===== src/rtl/aes_enc_round_iter_if.sv =====
// rtl/aes_enc_round_iter_if.sv - handshake, key-lookup and SubBytes signals of the AES-128 round engine
//
// slave  : the round engine side (aes_enc_round_iter)
// master : the surrounding system (plaintext source, key schedule, SubBytes stage, ciphertext sink)
//   in_valid/in_ready/data_in      plaintext handshake
//   rk_idx/round_key               combinational round-key lookup
//   sub_in/sub_out                 combinational SubBytes stage
//   out_valid/out_ready/data_out   ciphertext handshake
interface aes_enc_round_iter_if;
  logic         in_valid;
  logic         in_ready;
  logic [127:0] data_in;
  logic [3:0]   rk_idx;
  logic [127:0] round_key;
  logic [127:0] sub_in;
  logic [127:0] sub_out;
  logic         out_valid;
  logic         out_ready;
  logic [127:0] data_out;

  modport slave (
    input  in_valid, data_in, round_key, sub_out, out_ready,
    output in_ready, rk_idx, sub_in, out_valid, data_out
  );

  modport master (
    output in_valid, data_in, round_key, sub_out, out_ready,
    input  in_ready, rk_idx, sub_in, out_valid, data_out
  );
endinterface


===== src/rtl/aes_enc_round_iter.sv =====
// rtl/aes_enc_round_iter.sv - iterative AES-128 encryption engine, one round per clock
//
// Ports:
//   clk  - single clock, rising edge
//   rst  - asynchronous active-high reset
//   bus  - aes_enc_round_iter_if.slave: plaintext in, round-key index out / key in,
//          state out to SubBytes / substituted state in, ciphertext out
//
// Byte b of a 128-bit word sits at bits [127-8b -: 8]; column c holds bytes 4c..4c+3.
module aes_enc_round_iter (
  input  logic                       clk,
  input  logic                       rst,
  aes_enc_round_iter_if.slave        bus
);

  typedef enum logic [1:0] {IDLE, ROUND, DONE} fsm_t;

  fsm_t         fsm_q, fsm_d;
  logic [3:0]   rnd_q, rnd_d;
  logic [127:0] st_q, st_d;
  logic [127:0] sr, mc, round_out;

  function automatic logic [7:0] xtime(input logic [7:0] b);
    return {b[6:0], 1'b0} ^ (b[7] ? 8'h1b : 8'h00);
  endfunction

  // Row r of the output is row r of the input rotated left by r bytes.
  function automatic logic [127:0] shift_rows(input logic [127:0] s);
    logic [127:0] o;
    o = '0;
    for (int c = 0; c < 4; c++) begin
      for (int r = 0; r < 4; r++) begin
        o[127-8*(4*c+r) -: 8] = s[127-8*(4*((c+r)%4)+r) -: 8];
      end
    end
    return o;
  endfunction

  function automatic logic [127:0] mix_columns(input logic [127:0] s);
    logic [127:0] o;
    logic [7:0]   a0, a1, a2, a3;
    o = '0;
    for (int c = 0; c < 4; c++) begin
      a0 = s[127-32*c -: 8];
      a1 = s[119-32*c -: 8];
      a2 = s[111-32*c -: 8];
      a3 = s[103-32*c -: 8];
      // 3*x is xtime(x)^x
      o[127-32*c -: 32] = {
        xtime(a0) ^ xtime(a1) ^ a1 ^ a2 ^ a3,
        a0 ^ xtime(a1) ^ xtime(a2) ^ a2 ^ a3,
        a0 ^ a1 ^ xtime(a2) ^ xtime(a3) ^ a3,
        xtime(a0) ^ a0 ^ a1 ^ a2 ^ xtime(a3)
      };
    end
    return o;
  endfunction

  // Round datapath: SubBytes is external, the rest of the round is folded here.
  always_comb begin
    sr        = shift_rows(bus.sub_out);
    mc        = mix_columns(sr);
    round_out = ((rnd_q == 4'd10) ? sr : mc) ^ bus.round_key;
  end

  always_ff @(posedge clk or posedge rst) begin
    if (rst) begin
      fsm_q <= IDLE;
      rnd_q <= 4'd0;
      st_q  <= '0;
    end else begin
      fsm_q <= fsm_d;
      rnd_q <= rnd_d;
      st_q  <= st_d;
    end
  end

  always_comb begin
    fsm_d = fsm_q;
    rnd_d = rnd_q;
    st_d  = st_q;
    case (fsm_q)
      IDLE: begin
        // rk_idx is 0 here, so round_key is the initial whitening key
        if (bus.in_valid) begin
          st_d  = bus.data_in ^ bus.round_key;
          rnd_d = 4'd1;
          fsm_d = ROUND;
        end
      end
      ROUND: begin
        st_d = round_out;
        if (rnd_q == 4'd10) fsm_d = DONE;
        else                rnd_d = rnd_q + 4'd1;
      end
      DONE: begin
        // state register holds the ciphertext after the handshake
        if (bus.out_ready) fsm_d = IDLE;
      end
      default: fsm_d = IDLE;
    endcase
  end

  assign bus.in_ready  = (fsm_q == IDLE);
  assign bus.out_valid = (fsm_q == DONE);
  assign bus.rk_idx    = (fsm_q == ROUND) ? rnd_q : 4'd0;
  assign bus.sub_in    = st_q;
  assign bus.data_out  = st_q;

endmodule


===== src/flat_wrapper.sv =====
// flat-port wrapper written by rule: the top's interface ports become plain ports
module aes_enc_round_iter_flat 
  (clk, rst, bus_in_valid, bus_data_in, bus_round_key, bus_sub_out, bus_out_ready, bus_in_ready, bus_rk_idx, bus_sub_in, bus_out_valid, bus_data_out);
  aes_enc_round_iter_if bus_i ();
  input  logic clk;
  input  logic rst;
  input wire logic [$bits(bus_i.in_valid)-1:0] bus_in_valid;
  input wire logic [$bits(bus_i.data_in)-1:0] bus_data_in;
  input wire logic [$bits(bus_i.round_key)-1:0] bus_round_key;
  input wire logic [$bits(bus_i.sub_out)-1:0] bus_sub_out;
  input wire logic [$bits(bus_i.out_ready)-1:0] bus_out_ready;
  output wire logic [$bits(bus_i.in_ready)-1:0] bus_in_ready;
  output wire logic [$bits(bus_i.rk_idx)-1:0] bus_rk_idx;
  output wire logic [$bits(bus_i.sub_in)-1:0] bus_sub_in;
  output wire logic [$bits(bus_i.out_valid)-1:0] bus_out_valid;
  output wire logic [$bits(bus_i.data_out)-1:0] bus_data_out;
  assign bus_i.in_valid = bus_in_valid;
  assign bus_i.data_in = bus_data_in;
  assign bus_i.round_key = bus_round_key;
  assign bus_i.sub_out = bus_sub_out;
  assign bus_i.out_ready = bus_out_ready;
  assign bus_in_ready = bus_i.in_ready;
  assign bus_rk_idx = bus_i.rk_idx;
  assign bus_sub_in = bus_i.sub_in;
  assign bus_out_valid = bus_i.out_valid;
  assign bus_data_out = bus_i.data_out;
  aes_enc_round_iter u_core (.clk(clk), .rst(rst), .bus(bus_i));
endmodule

===== config.mk =====
export PLATFORM = sky130hd
export DESIGN_NAME = aes_enc_round_iter_flat
export DESIGN_NICKNAME = d
export VERILOG_FILES = /design/src/rtl/aes_enc_round_iter_if.sv /design/src/rtl/aes_enc_round_iter.sv /design/src/flat_wrapper.sv
export SDC_FILE = /design/constraint.sdc
export NUM_CORES = 1
export LEC_CHECK = 0
export ABC_AREA = 1
export BUFFER_PORTS_ARGS = -buffer_cell sky130_fd_sc_hd__buf_2
export CAP_MARGIN = 30
export CORE_AREA = 2 2 252 254
export CTS_CLUSTER_DIAMETER = 50
export DETAILED_ROUTE_END_ITERATION = 8
export DIE_AREA = 0 0 254 256
export SYNTH_ARGS = -nofsm -noshare
export SYNTH_HDL_FRONTEND = slang
export SYNTH_SLANG_ARGS = --single-unit

===== constraint.sdc =====
create_clock -name clk -period 4.9 [get_ports clk]
set_input_delay 0.49 -clock clk [delete_from_list [all_inputs] [get_ports clk]]
set_output_delay 0.49 -clock clk [all_outputs]
set_load 0.03 [all_outputs]

== Word-level counts from Yosys, hierarchy flattened ==
Cells that the tools add are included.

* Flip-flop bits (word level): 134
* Latch bits: 0
* RAM bits: 0
* Memory bits (read-only): 0
* Input port bits: 388
* Output and inout bits: 262
* Logic and storage cells: 125
* Memories: 0

* $add $sub $neg: 1
* Multipliers: 0
* Divide/modulo/power cells: 0
* Order comparisons: 0
* Equal/unequal tests: 7
* Shifts and indexed selects: 0
* Mux-type cells: 27
* Bitwise operators: 82
* Reduce and logical (&&, ||, !) cells: 5

{| class="wikitable"
|+ Operators with widths
! kind !! count
|-
| $xor A8 B8 Y8 || 80
|-
| $mux W128 || 2
|-
| $pmux W128 S2 || 1
|-
| $xor A128 B128 Y128 || 2
|-
| $mux W5 || 16
|-
| $mux W4 || 3
|-
| $pmux W4 S2 || 1
|-
| $mux W2 || 3
|-
| $ne A2 B2 Y1 const B || 3
|-
| $pmux W2 S3 || 1
|-
| $reduce_and A3 Y1 || 2
|-
| $add A4 B1 Y4 const B || 1
|-
| $eq A4 B4 Y1 const B || 1
|-
| $eq A2 B1 Y1 const B || 1
|-
| $eq A2 B2 Y1 const B || 1
|-
| $logic_not A2 Y1 || 1
|-
| $ne A2 B1 Y1 const B || 1
|-
| $reduce_and A2 Y1 || 1
|-
| $reduce_bool A2 Y1 || 1
|}

== Depth between registers and ports, before layout ==
Gate-level depths: netlist (run 1).

* Depth in word-level cells: 9
* Gate-level depth with buffers: 14
* Gate-level depth less buffers: 13

== Least setup slack after synthesis (run 1) ==
No wires, ideal clock.

* Path type: register to register
* Start: register u_core.fsm_q[0]
* End: register u_core.st_q[47], in the netlist u_core.bus.data_out[47]
* Setup time: 117 ps
* Arrival time: 1702 ps
* Data required time: 4783 ps
* Slack: 3080 ps
* Stages on the path, launching flop included: 9
* Path buffers: 2
* Clock period less this slack: 1820 ps
* Cells stage by stage: dfrtp_1 > nor2_1 > nand2_1 > nand2_1 > inv_1 > buf_2 > clkbuf_1 > nand2_1 > nand2_1

* Longest elaborated chain between the ends: 3
* Elaborated cells between the ends (all ways): 6
* Classes of those cells: eq/ne (2); mux (1); reduce/logical (3)

{| class="wikitable"
|+ Ends and longest elaborated chain
! element !! line !! text
|-
| start: declaration || aes_enc_round_iter.sv:18 || <nowiki>fsm_t fsm_q, fsm_d;</nowiki>
|-
| start signal: assignment || aes_enc_round_iter.sv:72 || <nowiki>fsm_q <= fsm_d;</nowiki>
|-
| $logic_not A2 Y1 (*) || n/a ||
|-
| named net bus_in_ready || flat_wrapper.sv:12 || <nowiki>output wire logic [$bits(bus_i.in_ready)-1:0] bus_in_ready;</nowiki>
|-
| $ne A2 B2 Y1 (no line) / $reduce_bool A2 Y1 (equally long branches) || n/a ||
|-
| $reduce_and A2 Y1 (no line) || n/a ||
|-
| end signal: assignment || aes_enc_round_iter.sv:74 || <nowiki>st_q <= st_d;</nowiki>
|-
| end: declaration || aes_enc_round_iter.sv:20 || <nowiki>logic [127:0] st_q, st_d;</nowiki>
|}

Mark *: on every way through the listed nets, which the timed path passes. The rest lies on a longest branch.
A chain may end at the register's enable or synchronous reset.

== Final worst setup path (run 1) ==
* Start: register u_core.rnd_q[0]
* End: register u_core.st_q[67], in the netlist u_core.bus.data_out[67]

* Longest elaborated chain between the ends: 4

{| class="wikitable"
|+ Ends and longest elaborated chain
! element !! line !! text
|-
| start: declaration || aes_enc_round_iter.sv:19 || <nowiki>logic [3:0] rnd_q, rnd_d;</nowiki>
|-
| start signal: assignment || aes_enc_round_iter.sv:73 || <nowiki>rnd_q <= rnd_d;</nowiki>
|-
| $eq A4 B4 Y1 || aes_enc_round_iter.sv:63 || <nowiki>round_out = ((rnd_q == 4'd10) ? sr : mc) ^ bus.round_key;</nowiki>
|-
| $mux W128 || aes_enc_round_iter.sv:63 ||
|-
| $xor A128 B128 Y128 || aes_enc_round_iter.sv:63 ||
|-
| $pmux W128 S2 || aes_enc_round_iter.sv:82 || <nowiki>case (fsm_q)</nowiki>
|}

No other way between the ends.

==> results of run 1 <==
[kinds of logic (layout without fill, tap and decap cells)]
| logic type | count (synthesis) | after routing |
|---|---|---|
| flops | 134 | 134 |
| simple gates | 2051 | 2051 |
| other cells | 0 | 6 |
| fa+ha+maj | 2 | 2 |
| xor+xnor | 131 | 131 |
| buf+inv | 730 | 1139 |
| compound gates | 160 | 160 |
[cells in the mapped netlist, drive strengths merged]
cell type / number
xnor2: 68
xor2: 63
o31ai: 1
buf: 234
a21oi: 3
clkinv: 1
nor4: 1
a21o: 13
o22ai: 129
nand3: 509
ha: 2
dfrtp: 134
inv: 444
or2: 3
o21ai: 14
nor2: 47
clkbuf: 51
nand3b: 8
nand2: 1479
nand4: 4
[report_power, final]
part	internal (mW)	total (mW)	leakage [nW]	switching (mW)
sequential	1.70	2.24	1.57	0.536
combinational	2.15	7.75	10.8	5.60
clock	0.776	1.40	0.283	0.620
total	4.63	11.4	12.6	6.76
[cell usage in the layout (no fill, tap or decap), types with 3 or more instances in the layout]
cell,instances
a21o_1,13
a21oi_1,3
or2_2,3
inv_2,3
diode_2,6
buf_2,649
nor2_1,45
clkinv_2,3
clkinv_4,3
o21ai_0,14
clkbuf_16,17
inv_1,439
xnor2_1,68
nand2_1,1476
nand4_1,4
xor2_1,63
buf_4,11
nand3b_1,8
dfrtp_1,134
o22ai_1,129
nand3_1,509
[flip-flops by register name (all words and copies together) (netlist names)]
register and cells:
u_core.bus.data_out 128, u_core.rnd_q 4, u_core.fsm_q 2
[metrics by stage]
step            util  cell area [sq um]  setup slack, ns
2_1_floorplan      -              17300            0.827
3_5_place_dp   0.321              20000             2.19
6_report       0.331              20600             2.25
3_3_place_gp   0.321              20000             2.25
5_1_grt        0.331              20600             1.94
4_1_cts        0.331              20600             2.19
[final cells by class]
class / count / area, sq um
multi-input cells: 2344 / 10600
inverters: 445 / 1680
clock buffers: 21 / 460
fillers: 7136 / 41700
well taps: 846 / 1060
diodes: 6 / 15.0
flip-flops and latches: 134 / 3350
clock inverters: 11 / 125
repair buffers: 662 / 3370
[layer usage]
layer,global-route usage,wire length [microns]
met2,0.337,31600
met5,0,34
met4,0.0606,1060
met3,0.0364,4920
met1,0.265,29700
[worst max-delay path, cell delays in order, from the launching register on]
cell and delay [ns]:
dfrtp_1 0.39, inv_1 0.10, ha_1 0.15, nand2_1 0.05, nor2_1 0.28, nand2_4 0.47, buf_4 0.43, buf_4 0.22
o22ai_1 0.11, inv_1 0.08, nand2_1 0.07, nand2_1 0.06, nand3_1 0.07, nand2_1 0.06
[how the worst max path moves through the flow]
stage,start,end,cells past startpoint
2_1_floorplan,rst,u_core.bus.data_out[0],1
3_3_place_gp,u_core.rnd_q[0],u_core.bus.data_out[69],13
3_5_place_dp,u_core.rnd_q[0],u_core.bus.data_out[87],13
4_1_cts,u_core.rnd_q[0],u_core.bus.data_out[67],13
5_1_grt,u_core.rnd_q[0],u_core.bus.data_out[77],13
6_report,u_core.rnd_q[0],u_core.bus.data_out[67],13
==> metrics.csv, run 1 <==
metric;value;unit
synth_cells;3208;
max-clock-path-buffers;2;
grt_start_max_net_pins;76;
postRouteAntennaNets;0;
synth_top_family_by_area;simple AND/OR/NAND/NOR gates;
synthMuxAreaShare;0;
hold_class;input pin to async pin;
routed_via_density;4.64;
dp_cells;4431;
synth_cell_types;25;
required;5.27;ns
start_util;0.277;
setup_viol;0;
ys_seq_elements;134;
cap_violations;0;
rows;92;
fin_crit;2.65;ns
clk_pin_slew;0.07;ns
synthAdderAreaFrac;0.00145;
p_per_area;551;mW/mm^2
slew_headroom;0.386;
period_share;0.542;
synth-xor-area-share;0.0664;
portBuffers;649;
cts_root_buffer;clkbuf_16;
area_growth;19.4;%
grt_pass1_vias;18800;
die_x;254;microns
clock-sinks;134;
synth_nets;3598;
clock-skew-final;0.0151;ns
wl_per_cell;15.1;microns
dpl.hpwl;52400;microns
grt.overflow.total;0;
synth_top_area_share;0.321;
dr.first_iter.drc_count;1505;
drc_errors;0;
cts_tree;built;
nNetsFinal;3994;
r2r-end;u_core.bus.data_out[67];
ys_seq_area_frac;0.194;
dieArea;0.0650;sq mm
synthTopCellsByArea;nand2_1 (32%), dfrtp_1 (19%), nand3_1 (15%);
hold_viol;0;
max-vdd-ir-drop;0.447;mV
tns;0;ns
die_h;256;microns
drt-pass1-iter-count;7;
grt_first_pass_wirelength;103000;microns
cts_buffers;17;
fmax;0.377;GHz
start_kind;flop;
place_congestion;0.883;
syn_area;0.0173;sq mm
h-tree-depth;4;
tightestPinTransition;0.920;ns
antenna_found_initial;9;
clkLatencyLatePin;0.49;ns
ys_warn_count;0;
fin_cells;4469;
synth-simple-area-share;0.486;
regToRegSetupSlack;2.25;ns
cp-end-kind;flop;
coreArea;0.0624;sq mm
critPathKind;flop to flop;
slew_viol_final;0;
whs;0.0411;ns
synth_compound_area_frac;0.0577;
yosysTopAreaCell;nand2_1;
avgSynthCellArea;5.39;sq um
status;complete, no violations;
wirelength;67300;microns
ff2ff_path_depth;13;
critPathArrivalTime;3.03;ns
ioPinCount;650;
rsz0062_at_grt;no;
postCtsResizedCells;0;
grt_usage;0.203;
leakagePower;12.6;nW
dr_total_vias;20700;
post_cts_buffers;0;
drive_above_1_share;0.195;
crit_fanout;54;
hold_buffers;0;
power;11.4;mW
r2r_start;u_core.rnd_q[0];
Note: power is estimated with default switching activity, not from simulation.
==> inputs of run 2 (changes only) <==
- clock period: 4.9 -> 2.6 ns (I/O delays scaled with it)
==> metrics.csv, run 2 (synthesis gave the netlist of run 1 again) <==
metric;value;unit;change
status;complete, no violations;;unchanged
grt_start_max_net_pins;106;;was 76
hold_viol;0;;unchanged
cp_top_family;simple AND/OR/NAND/NOR gates;;unchanged
critPathKind;flop to flop;;unchanged
post_cts_buffers;0;;unchanged
grt_first_pass_wirelength;103000;microns;about the same
required;2.97;ns;was 5.27 ns
grt_pass1_vias;18300;;was 18800
clock-skew-final;0.0129;ns;was 0.0151 ns
tns;0;ns;unchanged
dpl.hpwl;52900;microns;was 52400 microns
dr_total_vias;20500;;was 20700
grt.overflow.total;0;;unchanged
drive_above_1_share;0.195;;about the same
routed_via_density;4.60;;was 4.64
clockPowerShare;0.137;;was 0.123
power.share.sequential;0.192;;was 0.196
r2r-end;u_core.bus.data_out[91];;was u_core.bus.data_out[67]
worst-path-stages;12;;was 13
r2r_start;u_core.rnd_q[0];;unchanged
clkLatencyLatePin;0.49;ns;about the same
h-tree-depth;4;;unchanged
max-vdd-ir-drop;0.821;mV;was 0.447 mV
largest_reg_flops;128;;unchanged
drt-pass1-iter-count;6;;was 7
place_congestion;0.899;;was 0.883
share_comb_of_total_power;0.671;;was 0.681
die_x;254;microns;unchanged
drc_errors;0;;unchanged
cts_root_buffer;clkbuf_16;;unchanged
dp_cells;4430;;was 4431
regToRegSetupSlack;0.49;ns;was 2.25 ns
postRouteAntennaNets;0;;unchanged
critPathCapture;u_core.bus.data_out[91];;was u_core.bus.data_out[67]
area_growth;20.4;%;was 19.4%
coreArea;0.0624;sq mm;unchanged
worst_path_most_repeated_cell;nand2_1;;unchanged
intPower;9.20;mW;was 4.63 mW
fmax;0.474;GHz;was 0.377 GHz
setup_viol;0;;unchanged
rows;92;;unchanged
crit_buf_inv;3;;was 4
dieArea;0.0650;sq mm;unchanged
ioPinCount;650;;unchanged
critPathArrivalTime;2.48;ns;was 3.03 ns
post-route-util;0.334;;was 0.331
cts_buffers;17;;unchanged
p_sw_frac;0.581;;was 0.594
setup_slack;0.492;ns;was 2.25 ns
fin_crit;2.11;ns;was 2.65 ns
slew_viol_final;0;;unchanged
dr.first_iter.drc_count;1390;;was 1505
nNetsFinal;3996;;was 3994
wl_per_cell;15.2;microns;was 15.1 microns
wirelength;67800;microns;was 67300 microns
cp-end-kind;flop;;unchanged
fin_cells;4467;;was 4469
slew_headroom;0.390;;was 0.386
crit_fanout;96;;was 54
start_kind;flop;;unchanged
path_cells;inv_1 > ha_1 > nand2_1 > nor2_1 > nand2_4 > buf_12 > o22ai_1 > inv_1 > nand2_1 > nand2_1 > nand3_1 > nand2_1;;was inv_1 > ha_1 > nand2_1 > nor2_1 > nand2_4 > buf_4 > buf_4 > o22ai_1 > inv_1 > nand2_1 > nand2_1 > nand3_1 > nand2_1
leakagePower;12.7;nW;was 12.6 nW
startpoint;u_core.rnd_q[0];;unchanged
clk_pin_slew;0.07;ns;about the same
stdcell_area;0.0208;sq mm;was 0.0206 sq mm
place_ws;0.556;ns;was 2.19 ns
period_share;0.811;;was 0.542
cap_violations;0;;unchanged
portBuffers;649;;unchanged
die_h;256;microns;unchanged
tightestPinTransition;0.915;ns;was 0.920 ns
max_stage_delay;0.39;ns;was 0.47 ns
layout.cells.most_common_list;nand2_1 (1476), buf_2 (649), nand3_1 (509);;unchanged
max-clock-path-buffers;2;;unchanged
start_util;0.277;;unchanged
cts_tree;built;;unchanged
antenna_found_initial;6;;was 9
rsz0062_at_grt;no;;unchanged
cpMaxStageDelayCell;dfrtp_1;;was nand2_4
postCtsResizedCells;0;;unchanged
grt_usage;0.203;;about the same
clock-sinks;134;;unchanged
ff2ff_path_depth;12;;was 13
power;22.0;mW;was 11.4 mW
hold_class;input pin to flop;;was input pin to async pin
placed_area;0.0201;sq mm;was 0.0200 sq mm
whs;0.0735;ns;was 0.0411 ns
net-switching-power;12.8;mW;was 6.76 mW
p_per_area;1050;mW/mm^2;was 551 mW/mm^2
final_common_cell;nand2_1;;unchanged
==> run 2: layout make-up <==
type                       instances  area, sq um
clock inverter                    11          220
timing repair buffer             664         3460
fill                            7074        41600
inverter                         445         1680
multi-input combinational       2344        10600
tap                              846         1060
sequential                       134         3350
antenna                            2         5.00
clock buffer                      21          460
==> run 2: power by group through the flow <==
stage / clock, mW / combinational (mW) / sequential [mW]
final: 3.01 / 14.7 / 4.22
after global routing: 3.15 / 16.1 / 4.38
after CTS: 3.12 / 14.8 / 4.24
after detailed placement: 0 / 14.8 / 4.24
after global placement: 0 / 14.7 / 4.24
after floorplan: 0 / 9.80 / 6.04
==> run 2: timing repair <==
| item | 4_1_cts | 5_1_grt |
|---|---|---|
| hold buffers | 3 | 0 |
| hold endpoints to repair | 136 | 0 |
| setup endpoints to repair | 0 | 0 |
==> run 2: metal layers <==
layer  vias to the layer above  share of wire  wire, microns  GRT usage
met4                         4          0.026           1760     0.0696
met5                         -        0.00040             27          0
met1                      9149           0.45          30200      0.264
li1                      10600              -              -          -
met2                       703           0.46          31300      0.335
met3                        91          0.066           4480     0.0363
==> run 2: worst min-delay path, delay by kind of cell <==
kind,cells,cell delay (ns)
AOI/OAI and AO/OA,1,0.07
buffers and inverters,1,0.09
and+or+nand+nor,2,0.10
==> run 2: how the worst min path moves through the flow <==
stage                                  start                        to  slack, ns  cells past startpoint
final                     bus_round_key[118]  u_core.bus.data_out[118]       0.07                      4
after global routing      bus_round_key[112]  u_core.bus.data_out[112]       0.08                      4
after CTS                 bus_round_key[118]  u_core.bus.data_out[118]       0.03                      4
after detailed placement                 rst   u_core.bus.data_out[69]       0.42                      3
after global placement                   rst   u_core.bus.data_out[69]       0.42                      3
after floorplan                 bus_in_valid           u_core.rnd_q[2]       0.35                      1
